<file path="src/rtl/btn_pkg.sv">
// Shared state type and default timing for the button pulse generator.
package btn_pkg;

  localparam int DEB_W = 16;
  localparam int TMR_W = 24;

  localparam logic [DEB_W-1:0] DEB_CYCLES_DEF    = 16'd50000;
  localparam logic [TMR_W-1:0] REPEAT_DELAY_DEF  = 24'd10000000;
  localparam logic [TMR_W-1:0] REPEAT_PERIOD_DEF = 24'd2500000;

  typedef enum logic [1:0] {
    IDLE   = 2'd0,
    HOLD   = 2'd1,
    REPEAT = 2'd2
  } rpt_state_e;

  // A wait of N cycles counts N-1 down to 0; N=0 behaves like N=1.
  function automatic logic [TMR_W-1:0] tc_load(input logic [TMR_W-1:0] n);
    return (n == '0) ? '0 : n - 1'b1;
  endfunction

endpackage

</file>
<file path="src/rtl/btn_debounce.sv">
// One button channel: two-flop synchronizer, consecutive-sample debouncer and
// registered rising-edge strobe.
module btn_debounce
  import btn_pkg::*;
#(
  parameter logic [DEB_W-1:0] DEB_CYCLES = DEB_CYCLES_DEF
) (
  input  logic clk,
  input  logic rst_n,
  input  logic btn_i,
  output logic lvl_o,
  output logic rise_o
);

  localparam logic [DEB_W-1:0] DEB_TC = (DEB_CYCLES == '0) ? '0 : DEB_CYCLES - 1'b1;

  logic [1:0]       sync_q, sync_d;
  logic [DEB_W-1:0] cnt_q, cnt_d;
  logic             deb_q, deb_d;
  logic             dly_q, dly_d;
  logic             rise_q, rise_d;

  always_comb begin
    sync_d = {sync_q[0], btn_i};
    deb_d  = deb_q;
    cnt_d  = '0;
    // A sample that agrees with the current level restarts the window.
    if (sync_q[1] != deb_q) begin
      if (cnt_q >= DEB_TC) deb_d = sync_q[1];
      else                 cnt_d = cnt_q + 1'b1;
    end
    dly_d  = deb_q;
    rise_d = deb_q & ~dly_q;
  end

  always_ff @(posedge clk or negedge rst_n) begin
    if (!rst_n) begin
      sync_q <= '0;
      cnt_q  <= '0;
      deb_q  <= 1'b0;
      dly_q  <= 1'b0;
      rise_q <= 1'b0;
    end else begin
      sync_q <= sync_d;
      cnt_q  <= cnt_d;
      deb_q  <= deb_d;
      dly_q  <= dly_d;
      rise_q <= rise_d;
    end
  end

  assign lvl_o  = deb_q;
  assign rise_o = rise_q;

endmodule

</file>
<file path="src/rtl/btn_pulse_gen.sv">
// Increment/decrement/clear strobes from raw buttons, with optional hold-to-repeat.
// Define BTN_AUTO_REPEAT_EN to build the repeat FSMs and timers.
module btn_pulse_gen
  import btn_pkg::*;
#(
  parameter logic [DEB_W-1:0] DEB_CYCLES    = DEB_CYCLES_DEF,
  parameter logic [TMR_W-1:0] REPEAT_DELAY  = REPEAT_DELAY_DEF,
  parameter logic [TMR_W-1:0] REPEAT_PERIOD = REPEAT_PERIOD_DEF
) (
  input  logic clk,
  input  logic rst_n,
  input  logic btn_incr_i,
  input  logic btn_decr_i,
  input  logic btn_clr_i,
  output logic pulse_incr_o,
  output logic pulse_decr_o,
  output logic sft_rst_o
);

  logic [2:0] btn_raw, lvl, rise;
  logic [1:0] rpt;
  logic       block;
  logic       inc_ev, dec_ev;
  logic       pulse_incr_q, pulse_incr_d;
  logic       pulse_decr_q, pulse_decr_d;
  logic       sft_rst_q, sft_rst_d;

  assign btn_raw = {btn_clr_i, btn_decr_i, btn_incr_i};

  for (genvar g = 0; g < 3; g++) begin : g_deb
    btn_debounce #(.DEB_CYCLES(DEB_CYCLES)) u_deb (
      .clk    (clk),
      .rst_n  (rst_n),
      .btn_i  (btn_raw[g]),
      .lvl_o  (lvl[g]),
      .rise_o (rise[g])
    );
  end

  assign block = lvl[0] & lvl[1];

`ifdef BTN_AUTO_REPEAT_EN
  // state  | meaning
  // IDLE   | released, or held in an incr/decr conflict
  // HOLD   | pressed, counting down the initial repeat delay
  // REPEAT | pressed, strobing once per repeat period
  localparam logic [TMR_W-1:0] DLY_LD = tc_load(REPEAT_DELAY);
  localparam logic [TMR_W-1:0] PER_LD = tc_load(REPEAT_PERIOD);

  rpt_state_e       state_q [2];
  rpt_state_e       state_d [2];
  logic [TMR_W-1:0] tmr_q [2];
  logic [TMR_W-1:0] tmr_d [2];
  logic             block_q, block_d;

  always_comb begin
    block_d = block;
    for (int i = 0; i < 2; i++) begin
      state_d[i] = state_q[i];
      tmr_d[i]   = (tmr_q[i] != '0) ? tmr_q[i] - 1'b1 : '0;
      rpt[i]     = 1'b0;
      if (block || !lvl[i]) begin
        state_d[i] = IDLE;
      end else begin
        case (state_q[i])
          // Start on the press strobe, or when a conflict clears while still held.
          IDLE: begin
            if (rise[i] || block_q) begin
              state_d[i] = HOLD;
              tmr_d[i]   = DLY_LD;
            end
          end
          HOLD: begin
            if (tmr_q[i] == '0) begin
              rpt[i]     = 1'b1;
              state_d[i] = REPEAT;
              tmr_d[i]   = PER_LD;
            end
          end
          REPEAT: begin
            if (tmr_q[i] == '0) begin
              rpt[i]   = 1'b1;
              tmr_d[i] = PER_LD;
            end
          end
          default: state_d[i] = IDLE;
        endcase
      end
    end
  end

  always_ff @(posedge clk or negedge rst_n) begin
    if (!rst_n) begin
      block_q <= 1'b0;
      for (int i = 0; i < 2; i++) begin
        state_q[i] <= IDLE;
        tmr_q[i]   <= '0;
      end
    end else begin
      block_q <= block_d;
      for (int i = 0; i < 2; i++) begin
        state_q[i] <= state_d[i];
        tmr_q[i]   <= tmr_d[i];
      end
    end
  end
`else
  assign rpt = 2'b00;
`endif

  // Clear wins over incr/decr; simultaneous incr and decr cancel each other.
  always_comb begin
    inc_ev       = rise[0] | rpt[0];
    dec_ev       = rise[1] | rpt[1];
    sft_rst_d    = rise[2];
    pulse_incr_d = inc_ev & ~dec_ev & ~block & ~sft_rst_d;
    pulse_decr_d = dec_ev & ~inc_ev & ~block & ~sft_rst_d;
  end

  always_ff @(posedge clk or negedge rst_n) begin
    if (!rst_n) begin
      pulse_incr_q <= 1'b0;
      pulse_decr_q <= 1'b0;
      sft_rst_q    <= 1'b0;
    end else begin
      pulse_incr_q <= pulse_incr_d;
      pulse_decr_q <= pulse_decr_d;
      sft_rst_q    <= sft_rst_d;
    end
  end

  assign pulse_incr_o = pulse_incr_q;
  assign pulse_decr_o = pulse_decr_q;
  assign sft_rst_o    = sft_rst_q;

endmodule

</file>
<file path="config.mk">
export PLATFORM = sky130hd
export DESIGN_NAME = btn_pulse_gen
export DESIGN_NICKNAME = d
export VERILOG_FILES = /design/src/rtl/btn_pkg.sv /design/src/rtl/btn_debounce.sv /design/src/rtl/btn_pulse_gen.sv
export SDC_FILE = /design/constraint.sdc
export NUM_CORES = 1
export LEC_CHECK = 0
export BUFFER_PORTS_ARGS = -buffer_cell sky130_fd_sc_hd__buf_2
export CAP_MARGIN = 20
export CORE_MARGIN = 5
export CORE_UTILIZATION = 55
export DETAILED_ROUTE_END_ITERATION = 8
export PLACE_DENSITY = 0.78
export SYNTH_ARGS = -nofsm -noshare
export SYNTH_HDL_FRONTEND = slang
export SYNTH_SLANG_ARGS = --single-unit
</file>
<file path="constraint.sdc">
create_clock -name clk -period 1.7 [get_ports clk]
set_clock_uncertainty 0.05 [all_clocks]
set_input_delay 0.17 -clock clk [delete_from_list [all_inputs] [get_ports clk]]
set_output_delay 0.17 -clock clk [all_outputs]
set_load 0.02 [all_outputs]
</file>
======== Word-level counts from Yosys, hierarchy flattened ========
Cells that the tools add are included.
storage, ports and cells
  bits in registers ....................... 66
  latch bits .............................. 0
  bits in writable memories ............... 0
  ROM bits ................................ 0
  bits of input ports ..................... 5
  output and inout port bits .............. 3
  logic and storage cells ................. 53
  memories ................................ 0
operators by class
  add/subtract/negate cells ............... 3
  $mul .................................... 0
  div/mod/pow operators ................... 0
  magnitude comparators ................... 3
  eq/ne operators ......................... 3
  shift operators ......................... 0
  muxes and demuxes ....................... 6
  bitwise operators ....................... 17
  reductions and logical operators ........ 3
operators by type and width
  operator                                                          count
  16-bit two-way mux                                                6
  16-bit by 1-bit adder with 16-bit output (second input constant)  3
  16-bit greater-or-equal comparator (second input constant)        3
  1-bit AND                                                         10
  1-bit inverter                                                    7
  2-bit AND reduction                                               3
  1-bit inequality test                                             3

======== Logic depth before layout (Yosys ltp) ========
Gate-level depths: netlist of the first run.
  word-level depth ........................ 4
  depth in mapped cells ................... 6

======== By module ========
A second synthesis of the first run with hierarchy kept.
unflattened totals
  cell total of the unflattened synthesis .. 276
  area total of the unflattened synthesis .. 2927.8 um^2
by module, submodules not included
  module         instances  cells an instance  area each (um^2)  seq. area each (um^2)
  btn_debounce   3          90                 943.4             525.5
  btn_pulse_gen  1          6                  97.6              75.1

======== Least setup slack after synthesis of the first run ========
OpenSTA, ideal clock, no wires.
  kind .................................... register to register
  from .................................... reg g_deb[2].u_deb.cnt_q[0]
  to ...................................... reg g_deb[2].u_deb.cnt_q[14]
  library setup time ...................... 78 ps
  arrival time ............................ 1674 ps
  required time ........................... 1572 ps
  path slack .............................. -101 ps
  cell stages (with the launch flop) ...... 6
  clock period less this slack ............ 1801 ps
  cell sequence ........................... dfrtp_1 -> ha_1 -> nand3_2 -> or4_1 -> or3_1 -> a21oi_1
between the ends
  longest elaborated chain between the ends .. 3
RTL lines
  item                                                                                                   line                                    RTL
  from (decl)                                                                                            btn_debounce.sv:18                      logic [DEB_W-1:0] cnt_q, cnt_d;
  from (signal assigned)                                                                                 btn_debounce.sv:45                      cnt_q <= cnt_d;
  16-bit by 1-bit adder with 16-bit output / 16-bit greater-or-equal comparator (equally long branches)  btn_debounce.sv:30, btn_debounce.sv:29
  16-bit two-way mux (*)                                                                                 btn_debounce.sv:29                      if (cnt_q >= DEB_TC) deb_d = sync_q[1];
  16-bit two-way mux (*)                                                                                 btn_debounce.sv:28                      if (sync_q[1] != deb_q) begin
  named net g_deb[2].u_deb.cnt_d[14]                                                                     btn_debounce.sv:18
The timed path passes the listed nets; every way through them passes the cells marked *.
A chain may end at the register's enable or synchronous reset.

======== Worst setup path in the final report of the first run ========
  from .................................... reg g_deb[0].u_deb.cnt_q[0]
  to ...................................... reg g_deb[0].u_deb.cnt_q[3]
between the ends
  longest elaborated chain between the ends .. 3
RTL lines
  item                                                                                                   line
  from (decl)                                                                                            btn_debounce.sv:18
  from (signal assigned)                                                                                 btn_debounce.sv:45
  16-bit by 1-bit adder with 16-bit output / 16-bit greater-or-equal comparator (equally long branches)  btn_debounce.sv:30, btn_debounce.sv:29
  16-bit two-way mux (*)                                                                                 btn_debounce.sv:29
  16-bit two-way mux (*)                                                                                 btn_debounce.sv:28
  named net g_deb[0].u_deb.cnt_d[3]                                                                      btn_debounce.sv:18
Marks and branches as above.

==> results.md, run 1 <==
- Outcome: complete, but fails checks
- Failing checks: setup timing
- RePlAce Congestion: roughly 0.83
- Diode count: 0
- Crit path max fanout: 8
- Wire per inst: 14.9 um
- PD cells: between 700 and 800 mW/mm^2
- Core area: 0.00514 sq mm
- Boundary pin count: 8
- Final layout net count: 356
- Post-synth cell types: 32
- Die width: 82.8 um
- Total grt overflow: 0
- Count of input and output buffers: 7
- RSZ-0062 raised after global routing: true
- TritonCTS clock tree: yes
- Register area: 0.00165 sq mm
- Number of H-tree levels: 3
- Total Power: 3.11 mW
- DR pass1 iterations: 4
- Peak supply drop: 0.000991 V
- Hold crit path type: input port to async pin
- Final ANT Viol Nets: 0
- Critical Path RT: between 1.5 and 2 ns
- Max Cap Viol: 0
- Largest net degree at the start of global routing: 46
- Placed Area: 0.00336 sq mm
- Final Hold Viols: 0
- Num CTS Buffers: 9
- R2r startpoint: g_deb[0].u_deb.cnt_q[0]
- CTS max path bufs: 2
- Finished Cell Area: 0.00391 sq mm
- Die area: 0.00685 sq mm
- Worst setup EP type: register
- Mapped Cells: 276
- Seq/Total Area, Yosys: 0.567
- Critical path type: register to register
- P_leak: 1.63 nW
- Reg-to-Reg End: g_deb[0].u_deb.cnt_q[3]
- Final min period: 1.75 ns
- First-pass GRT wire length: 10200 um
- Synth top cells by count: dfrtp_1 (66), nor2_1 (52), xnor2_1 (35)
- Async SR Flop Fraction: 1.00
- P&R area growth vs syn: 34.1%
- Initial antenna violation count: 0
- GRT Util Overall: 0.198
- Place WS: -0.170 ns
- Crit path largest cell delay: 0.39 ns
- Synth Net Count: 284
- Least-Margin Pin Slew: between 0.5 and 0.6 ns
- Final setup viols: 14
- Clk sink count: 66
- Main area contributors after synthesis: dfrtp_1 (57%), xnor2_1 (11%), nor2_1 (6.7%)
- Post-DP HPWL: 3990 um
- Final WS setup: -0.0495 ns
- DRC viols: 0
- Multi-input logic area: 0.00143 sq mm
- Worst-path clk slew: 0.07 ns
- Clk_lat worst skew: 0.33 ns
- EDFF count, synth: 0
- Prevailing post-synth register cell: dfrtp_1
- Count leader, synth: dfrtp_1
- Setup TNS: -0.303 ns
- Final Core Density: 0.760
- Via density: ~5.5
- Syn. warnings: 0
- Fmax: around 0.57 GHz
- Cell chain of the critical path: ha_2, and3_4, nor4_4, buf_4, o221ai_4, nor2_1
- Yosys top cell area share: 0.567
- Routed vias: between 2000 and 2500
- Die Y: between 80 and 90 um
- R2r setup slk: -0.05 ns
- Cell Area, Synth: about 0.0029 sq mm
- Reg2Reg Depth: 6
- Root buf cell: clkbuf_8
- Max Slew Vio Count: 0
- CP max-delay cell: dfrtp_1
- Worst setup SP type: register
- Vias in the first global route: 2327
- # fillers: 332
- Fin cells: 423
- Top cell type by total area after synthesis: dfrtp_1
- Hold_ws: 0.287 ns
- Final worst-path cycle share: 1.03
- Worst EP arrival: 1.95 ns
- Starting density of the core: 0.566
- Share of cells above drive strength 1: 0.331
- Placed insts: just under 400
- Initial drt markers: roughly 110
- Syn_area_per_cell: about 11 sq um
- WL final: 6320 um
- Core Rows: 26
- Max_slew headroom: 0.657
- FF+latch count, synth: 66
==> sequential cells by signal, summed over array words and instances, names as in the netlist <==
register and cells:
g_deb.u_deb.rise_o 3, sft_rst_o 1, g_deb.u_deb.dly_q 3, g_deb.u_deb.lvl_o 3
pulse_incr_o 1, g_deb.u_deb.cnt_q 48, pulse_decr_o 1, g_deb.u_deb.sync_q 6
==> power breakdown <==
group	switching, mW	internal [mW]	leakage (nW)	total, mW
logic	0.0906	0.0723	0.634	0.163
registers	0.0202	1.59	0.901	1.61
clock network	0.575	0.755	0.0986	1.33
total	0.686	2.42	1.63	3.11
==> timing repair <==
item,in CTS,in global routing
pin swaps,4,18
setup buffers,6,7
endpoints found under the setup margin,20,49
resized for setup,9,29
hold buffers,4,0
gates cloned,0,1
endpoints found under the hold margin,24,0
==> layout make-up <==
class / instances / area share
timing repair buffer: 63 / 0.127
inverter: 11 / 0.0106
multi-input combinational: 197 / 0.365
tap: 70 / 0.0224
clock inverter: 4 / 0.0128
clock buffer: 12 / 0.0397
sequential: 66 / 0.423
==> routing by layer <==
layer	wire, um	vias up	track usage	part of all wire
met1	2620	1151	0.242	0.41
met3	239	19	0.0575	0.038
met5	0	-	0	0
met2	3290	51	0.337	0.52
met4	170	0	0.0605	0.027
li1	-	1102	-	-
==> how the worst max path moves through the flow <==
stage	slack [ns]	from	endpoint
after global routing	-0.13	g_deb[0].u_deb.cnt_q[1]	g_deb[0].u_deb.cnt_q[12]
after CTS	-0.01	g_deb[0].u_deb.cnt_q[9]	g_deb[0].u_deb.cnt_q[15]
final	-0.05	g_deb[0].u_deb.cnt_q[0]	g_deb[0].u_deb.cnt_q[3]
after detailed placement	-0.17	g_deb[0].u_deb.cnt_q[0]	g_deb[0].u_deb.cnt_q[15]
after floorplan	0.002	g_deb[0].u_deb.cnt_q[5]	g_deb[0].u_deb.cnt_q[15]
after global placement	-0.05	g_deb[0].u_deb.cnt_q[0]	g_deb[0].u_deb.cnt_q[15]
==> logic make-up (layout without fill, tap and decap cells) <==
group,after synthesis,after routing,synth area share
XOR/XNOR,40,40,0.120
AND/OR/NAND/NOR,129,129,0.222
flip-flops,66,66,0.567
multiplexers,3,3,0.0116
buffers and inverters,14,90,0.0189
AO/OA/AOI/OAI,21,22,0.0468
adder cells (fa/ha/maj),3,3,0.0129
==> critical path: cells and delay by family, from the launching register on <==
| family | cells | cell delay [ns] |
|---|---|---|
| compound gates | 1 | 0.18 |
| flops | 1 | 0.39 |
| buf+inv | 1 | 0.19 |
| fa+ha+maj | 1 | 0.19 |
| simple gates | 3 | 0.67 |
==> cells in the final DEF, fill, tap and decap left out, types with 7 or more instances in the layout <==
| cell | synthesis | final |
|---|---|---|
| xnor2_1 | 35 | 35 |
| nand4_1 | 9 | 9 |
| nor2_2 | 0 | 7 |
| nand2_1 | 13 | 12 |
| buf_4 | 0 | 49 |
| dfrtp_1 | 66 | 66 |
| buf_2 | 2 | 7 |
| inv_1 | 11 | 11 |
| nor4_1 | 13 | 8 |
| nor2_1 | 52 | 45 |
| clkbuf_8 | 0 | 11 |
| nand3_1 | 13 | 11 |
| nor3_1 | 9 | 8 |
(Power assumes the default switching activity.)
==> run 2, diff against run 1 <==
Settings changed: CORE_MARGIN 5 to 1, GPL_TIMING_DRIVEN set to 0.
==> run 2 against run 1 <==
Compared with the run above:
- routed wire length grew 19%
- flip-flop and latch count unchanged
- cell area is 2.3% higher
- first-iteration DRC count up 8.3%
- the run still ends with setup timing left
- total power rose by 4.8%
- highest routed layer unchanged
- combinational power rose by 17%
==> results.md, run 2 (synthesis gave the netlist of run 1 again) <==
- Outcome: complete, but fails checks
- Failing checks: setup timing
- Largest register FFs: 48 (unchanged)
- Final min period: 1.81 ns (+0.0619 ns)
- Boundary pin count: 8 (unchanged)
- Register area: 0.00166 sq mm (+0.38%)
- WL final: 7500 um (+19%)
- Via density: 5.71 (+4.0%)
- Routed vias: 2353 (+1.3%)
- DR pass1 iterations: 5 (+1)
- Max Slew Vio Count: 0 (unchanged)
- Hold_sp: g_deb[1].u_deb.sync_q[0]
- P&R area growth vs syn: 37.2%
- Commonest cells after routing, fill and taps aside: dfrtp_1 (61), buf_4 (36), xnor2_1 (35)
- Post-DP HPWL: 3360 um (-16%)
- Share of cells above drive strength 1: 0.392 (+0.0604)
- Final layout net count: 345 (-3.1%)
- Num CTS Buffers: 9 (unchanged)
- P_leak: 1.62 nW (-0.64%)
- Hold crit path type: register to register
- Crit path largest cell delay: 0.40 ns (about the same)
- Worst setup SP type: register
- R2r setup slk: -0.11 ns (-0.06 ns)
- First-pass GRT wire length: 10600 um (+3.9%)
- Initial drt markers: 117 (+8.3%)
- Die area: 0.00559 sq mm (-18%)
- PD cells: 815 mW/mm^2 (+2.4%)
- Clk_lat worst skew: 0.35 ns (+0.02 ns)
- CTS max path bufs: 2 (unchanged)
- Worst Hold Endpoint: g_deb[1].u_deb.sync_q[1]
- GRT Util Overall: 0.264 (+0.0659)
- Final Hold Viols: 0 (unchanged)
- Commonest non-fill, non-tap cell in the layout: dfrtp_1
- Crit path from: g_deb[0].u_deb.cnt_q[1]
- Cell chain of the critical path: ha_2, and3_4, nor4_4, o221ai_4, buf_6, nor2_1
- Crit path max fanout: 5 (-3)
- Vias in the first global route: 2328 (+0.043%)
- Reg-to-Reg End: g_deb[0].u_deb.cnt_q[14]
- R2r startpoint: g_deb[0].u_deb.cnt_q[1]
- RSZ-0062 raised after global routing: true
- Worst EP arrival: 2.02 ns (+0.07 ns)
- RePlAce Congestion: 0.794 (-4.9%)
- WHS Path Cells: 0
- Die Y: 74.8 um (-9.7%)
- Fin cells: 412 (-2.6%)
- Final WS setup: -0.111 ns (-0.0619 ns)
- Worst-path clk slew: 0.07 ns (about the same)
- Core Rows: 26 (unchanged)
- Clock power share: 0.444 (+0.016)
- Root buf cell: clkbuf_8
- Critical path type: register to register
- Largest net degree at the start of global routing: 67 (+46%)
- Peak supply drop: 0.000638 V (-36%)
- Number of H-tree levels: 3 (unchanged)
- Final Core Density: 0.782 (+0.0222)
- Internal power: 2.53 mW (+4.4%)
- # fillers: 301 (-9.3%)
- Hold_ws: 0.301 ns (+0.0142 ns)
- Final ANT Viol Nets: 0 (unchanged)
- Final setup viols: 32 (+18)
- Max Cap Viol: 0 (unchanged)
- CP delay by family, top: simple AND/OR/NAND/NOR gates
- Top flop regs: g_deb.u_deb.cnt_q: 48 flops, g_deb.u_deb.sync_q: 6 flops
- Multi-input logic area: 0.00157 sq mm (+10%)
- Die width: 74.8 um (-9.7%)
- DRC viols: 0 (unchanged)
- Sw frac: 0.223 (+0.00241)
- Diode count: 0 (unchanged)
- Top reg by flops: g_deb.u_deb.cnt_q
- Fmax: 0.552 GHz (-3.4%)
- Least-Margin Pin Slew: 0.813 ns (+0.300 ns)
- CP max-delay cell: dfrtp_1
- Critical Path RT: 1.91 ns (about the same)
- Reg2Reg Depth: 6 (unchanged)
- Logic pwr share: 0.059 (+0.007)
- Initial antenna violation count: 0 (unchanged)
- Total grt overflow: 0 (unchanged)
- Max_slew headroom: 0.458 (-0.199)
- Clk sink count: 66 (unchanged)
- Count of input and output buffers: 7 (unchanged)
- Wire per inst: 18.2 um (+22%)
- TritonCTS clock tree: yes
- Power share of the sequential group: 0.497 (-0.023)
- CP bufs+invs: 1 (unchanged)
- Core area: 0.00511 sq mm (-0.63%)
- Final worst-path cycle share: 1.07 (+0.0364)
- Worst setup EP type: register
- Placed insts: 353 (-9.3%)
- NetSw: 726 uW (+5.9%)
- Starting density of the core: 0.570 (+0.00361)
==> run 2: cell count changes in the layout (fill, tap and decap cells not counted), sizes merged <==
cell	change
buf	-11
clkinv	+3
clkinvlp	-2
bufinv	+1
clkbuf	-1
o221ai	-1
==> run 2: repair_timing <==
action / in CTS / in global routing
hold buffers: 4 / 0
setup endpoints to repair: 47 / 44
buffers inserted: 31 / 6
gates cloned: 1 / 1
resized for setup: 26 / 69
hold endpoints to repair: 69 / 0
pin swaps: 13 / 27
==> run 2: power by group through the flow <==
stage                     Combinational [mW]  Sequential, mW  Clock (mW)
after global placement                0.0952            1.65           0
after CTS                              0.138            1.62        1.46
final                                  0.191            1.62        1.45
after global routing                   0.209            1.62        1.55
after floorplan                       0.0512            1.64           0
after detailed placement              0.0988            1.65           0
==> run 2: stage by stage <==
| stage | cell area, sq um | power (mW) | TNS (ns) | setup slack (ns) |
|---|---|---|---|---|
| finish | 3990 | 3.26 | -1.71 | -0.111 |
| floorplan | 2950 | 1.70 | 0 | 0.00240 |
| detailed placement | 3070 | 1.75 | -7.45 | -0.262 |
| global placement | 3070 | 1.74 | -4.89 | -0.185 |
| CTS | 3670 | 3.22 | -0.645 | -0.0568 |
| global route | 3990 | 3.38 | -3.42 | -0.182 |
==> run 2: worst max-delay path by stage <==
stage | endpoint | slack [ns] | cells after the start
5_1_grt | g_deb[0].u_deb.cnt_q[4] | -0.18 | 6
3_3_place_gp | g_deb[0].u_deb.cnt_q[8] | -0.18 | 6
4_1_cts | g_deb[1].u_deb.cnt_q[8] | -0.06 | 4
3_5_place_dp | g_deb[0].u_deb.cnt_q[9] | -0.26 | 6
2_1_floorplan | g_deb[0].u_deb.cnt_q[15] | 0.002 | 4
6_report | g_deb[0].u_deb.cnt_q[14] | -0.11 | 6
==> run 2: routing by layer <==
layer | track usage | part of all wire
met1 | 0.293 | 0.37
met5 | 0 | 0
met4 | 0.117 | 0.032
met2 | 0.462 | 0.54
met3 | 0.0857 | 0.060
==> run 2: worst register-to-register path: stages, from the launching register on <==
cell	delay (ns)
dfrtp_1	0.40
ha_2	0.21
and3_4	0.17
nor4_4	0.38
o221ai_4	0.20
buf_6	0.18
nor2_1	0.14
==> run 2: layout make-up <==
type                    instances  share of cell area
clock buffers                  10              0.0345
clock inverters                 6              0.0201
multi-input cells             196               0.393
plain buffers                   3             0.00909
repair buffers                 50              0.0965
well taps                      70              0.0219
flip-flops and latches         66               0.415
inverters                      11              0.0103
==> run 3, diff against run 2 <==
Settings changed: REMOVE_ABC_BUFFERS set to 1.
==> run 3 against run 2 <==
Compared with the run above:
- the flow still finishes with violations (setup timing)
- global-route usage shrank 0.15 points
- die area is the same
- maximum frequency grew 3.1%
- largest cell class unchanged
- cell area shrank 5.2%
- critical endpoint is now g_deb[0].u_deb.cnt_q[15]
- largest power group unchanged
- worst setup slack gained 0.054 ns
==> results.md, run 3 (synthesis gave the netlist of run 1 again) <==
- Outcome: complete, but fails checks
- Failing checks: setup timing
- Worst setup SP type: register
- Worst EP arrival: 1.98 ns (-0.04 ns)
- GRT Util Overall: 0.262 (-0.00149)
- DR pass1 iterations: 5 (unchanged)
- Critical path type: register to register
- Final worst-path cycle share: 1.03 (-0.0319)
- CP bufs+invs: 0 (-1)
- Fin cells: 408 (-0.97%)
- Hold crit path type: register to register
- Clk_lat worst skew: 0.34 ns (about the same)
- Max_slew headroom: 0.573 (+0.114)
- Count of input and output buffers: 7 (unchanged)
- PD cells: 794 mW/mm^2 (-2.6%)
- Least-Margin Pin Slew: 0.641 ns (-0.172 ns)
- Place WS: -0.427 ns (-0.165 ns)
- WHS Path Cells: 0 (unchanged)
- Commonest non-fill, non-tap cell in the layout: dfrtp_1
- # fillers: 313 (+4.0%)
- Critical Path RT: 1.92 ns (about the same)
- TritonCTS clock tree: yes
- Die width: 74.8 um (unchanged)
- Hold_ws: 0.300 ns (-0.00114 ns)
- Largest net degree at the start of global routing: 40 (-40%)
- Starting density of the core: 0.570 (unchanged)
- Final Hold Viols: 0 (unchanged)
- NetSw: 685 uW (-5.6%)
- Via density: 5.75 (+0.59%)
- CTS max path bufs: 2 (unchanged)
- Sw frac: 0.228 (+0.00505)
- Boundary pin count: 8 (unchanged)
- R2r startpoint: g_deb[0].u_deb.cnt_q[7]
- Logic pwr share: 0.048 (-0.011)
- Die Y: 74.8 um (unchanged)
- Worst-path clk slew: 0.07 ns (about the same)
- Clk sink count: 66 (unchanged)
- Peak supply drop: 0.000626 V (-1.9%)
- DRC viols: 0 (unchanged)
- WL final: 6860 um (-8.6%)
- Fmax: 0.569 GHz (+3.1%)
- Final min period: 1.76 ns (-0.0543 ns)
- Total Power: 3.00 mW (-7.7%)
- Top reg by flops: g_deb.u_deb.cnt_q
- Placed insts: 352 (-0.28%)
- Clock power share: 0.414 (-0.030)
- Worst setup EP type: register
- P&R area growth vs syn: 30.0%
- Crit path largest cell delay: 0.54 ns (+0.14 ns)
- RSZ-0062 raised after global routing: true
- Power share of the sequential group: 0.539 (+0.042)
- Crit path max fanout: 3 (-2)
- Diode count: 0 (unchanged)
- Initial drt markers: 147 (+26%)
- Core Rows: 26 (unchanged)
- Total grt overflow: 0 (unchanged)
- Largest register FFs: 48 (unchanged)
- Max Slew Vio Count: 0 (unchanged)
- Vias in the first global route: 2267 (-2.6%)
- First-pass GRT wire length: 10700 um (+0.90%)
- CP Depth: 4 (-2)
- Register area: 0.00166 sq mm (+0.15%)
- Commonest cells after routing, fill and taps aside: dfrtp_1 (59), nor2_1 (48), xnor2_1 (35)
- Root buf cell: clkbuf_8
- Top flop regs: g_deb.u_deb.cnt_q: 48 flops, g_deb.u_deb.sync_q: 6 flops
- Num CTS Buffers: 9 (unchanged)
- CP max-delay cell: or4_4
- Final layout net count: 342 (-0.87%)
- Post-DP HPWL: 3300 um (-1.6%)
- P_leak: 1.56 nW (-4.0%)
- Die area: 0.00559 sq mm (unchanged)
- Internal power: 2.32 mW (-8.3%)
- Initial antenna violation count: 0 (unchanged)
- Final WS setup: -0.0571 ns (+0.0543 ns)
- R2r setup slk: -0.06 ns (+0.05 ns)
- Final ANT Viol Nets: 0 (unchanged)
- CP delay by family, top: simple AND/OR/NAND/NOR gates
- Crit path from: g_deb[0].u_deb.cnt_q[7]
- Number of H-tree levels: 3 (unchanged)
- RePlAce Congestion: 0.768 (-3.2%)
- Multi-input logic area: 0.00144 sq mm (-8.1%)
- Reg2Reg Depth: 4 (-2)
- Share of cells above drive strength 1: 0.320 (-0.0723)
- Wire per inst: 16.8 um (-7.7%)
- CP endpoint: g_deb[0].u_deb.cnt_q[15]
- Final setup viols: 28 (-13%)
- Core area: 0.00511 sq mm (unchanged)
- Routed vias: 2344 (-0.38%)
- Cell chain of the critical path: nand3_4, or4_4, or3_4, a21oi_2
- Max Cap Viol: 0 (unchanged)
- Reg-to-Reg End: g_deb[0].u_deb.cnt_q[15]
-- run 3: cell type report --
class,instances,area share
Sequential cell,66,0.439
Multi-Input combinational cell,198,0.381
Timing Repair Buffer,48,0.0979
Clock buffer,10,0.0337
Tap cell,70,0.0231
Clock inverter,5,0.0149
Inverter,11,0.0109
-- run 3: worst min path at each step --
| stage | startpoint | endpoint | slack (ns) |
|---|---|---|---|
| finish | g_deb[2].u_deb.sync_q[0] | g_deb[2].u_deb.sync_q[1] | 0.30 |
| global route | g_deb[2].u_deb.sync_q[0] | g_deb[2].u_deb.sync_q[1] | 0.31 |
| CTS | g_deb[2].u_deb.sync_q[0] | g_deb[2].u_deb.sync_q[1] | 0.30 |
| detailed placement | rst_n | g_deb[1].u_deb.rise_o | 0.17 |
| global placement | btn_decr_i | g_deb[1].u_deb.sync_q[0] | 0.23 |
| floorplan | rst_n | g_deb[0].u_deb.cnt_q[0] | -0.18 |
-- run 3: repair_timing --
| action | CTS | global route |
|---|---|---|
| hold endpoints to repair | 30 | 0 |
| setup buffers | 22 | 12 |
| setup endpoints to repair | 50 | 43 |
| resized for setup | 27 | 27 |
| hold buffers | 4 | 0 |
| gates cloned | 2 | 1 |
| pin swaps | 8 | 9 |
-- run 3: power groups by stage --
| stage | Sequential, mW | Combinational [mW] | Clock (mW) |
|---|---|---|---|
| 6_report | 1.62 | 0.143 | 1.24 |
| 3_3_place_gp | 1.65 | 0.0872 | 0 |
| 3_5_place_dp | 1.65 | 0.0974 | 0 |
| 5_1_grt | 1.62 | 0.163 | 1.33 |
| 4_1_cts | 1.62 | 0.135 | 1.26 |
| 2_1_floorplan | 1.64 | 0.0438 | 0 |
-- run 3: stage by stage --
step | util | cell area [sq um] | TNS (ns)
floorplan | - | 2900 | -2.04
global placement | 0.591 | 3020 | -14.07
detailed placement | 0.597 | 3050 | -12.61
CTS | 0.701 | 3580 | -0.00755
global route | 0.741 | 3780 | -1.88
finish | 0.741 | 3780 | -0.681
-- run 3: per-layer routing --
metal,routed length [um],track usage,share of wire
met2,3480,0.428,0.51
met4,175,0.119,0.026
met5,0,0,0
met1,2790,0.323,0.41
met3,418,0.0776,0.061
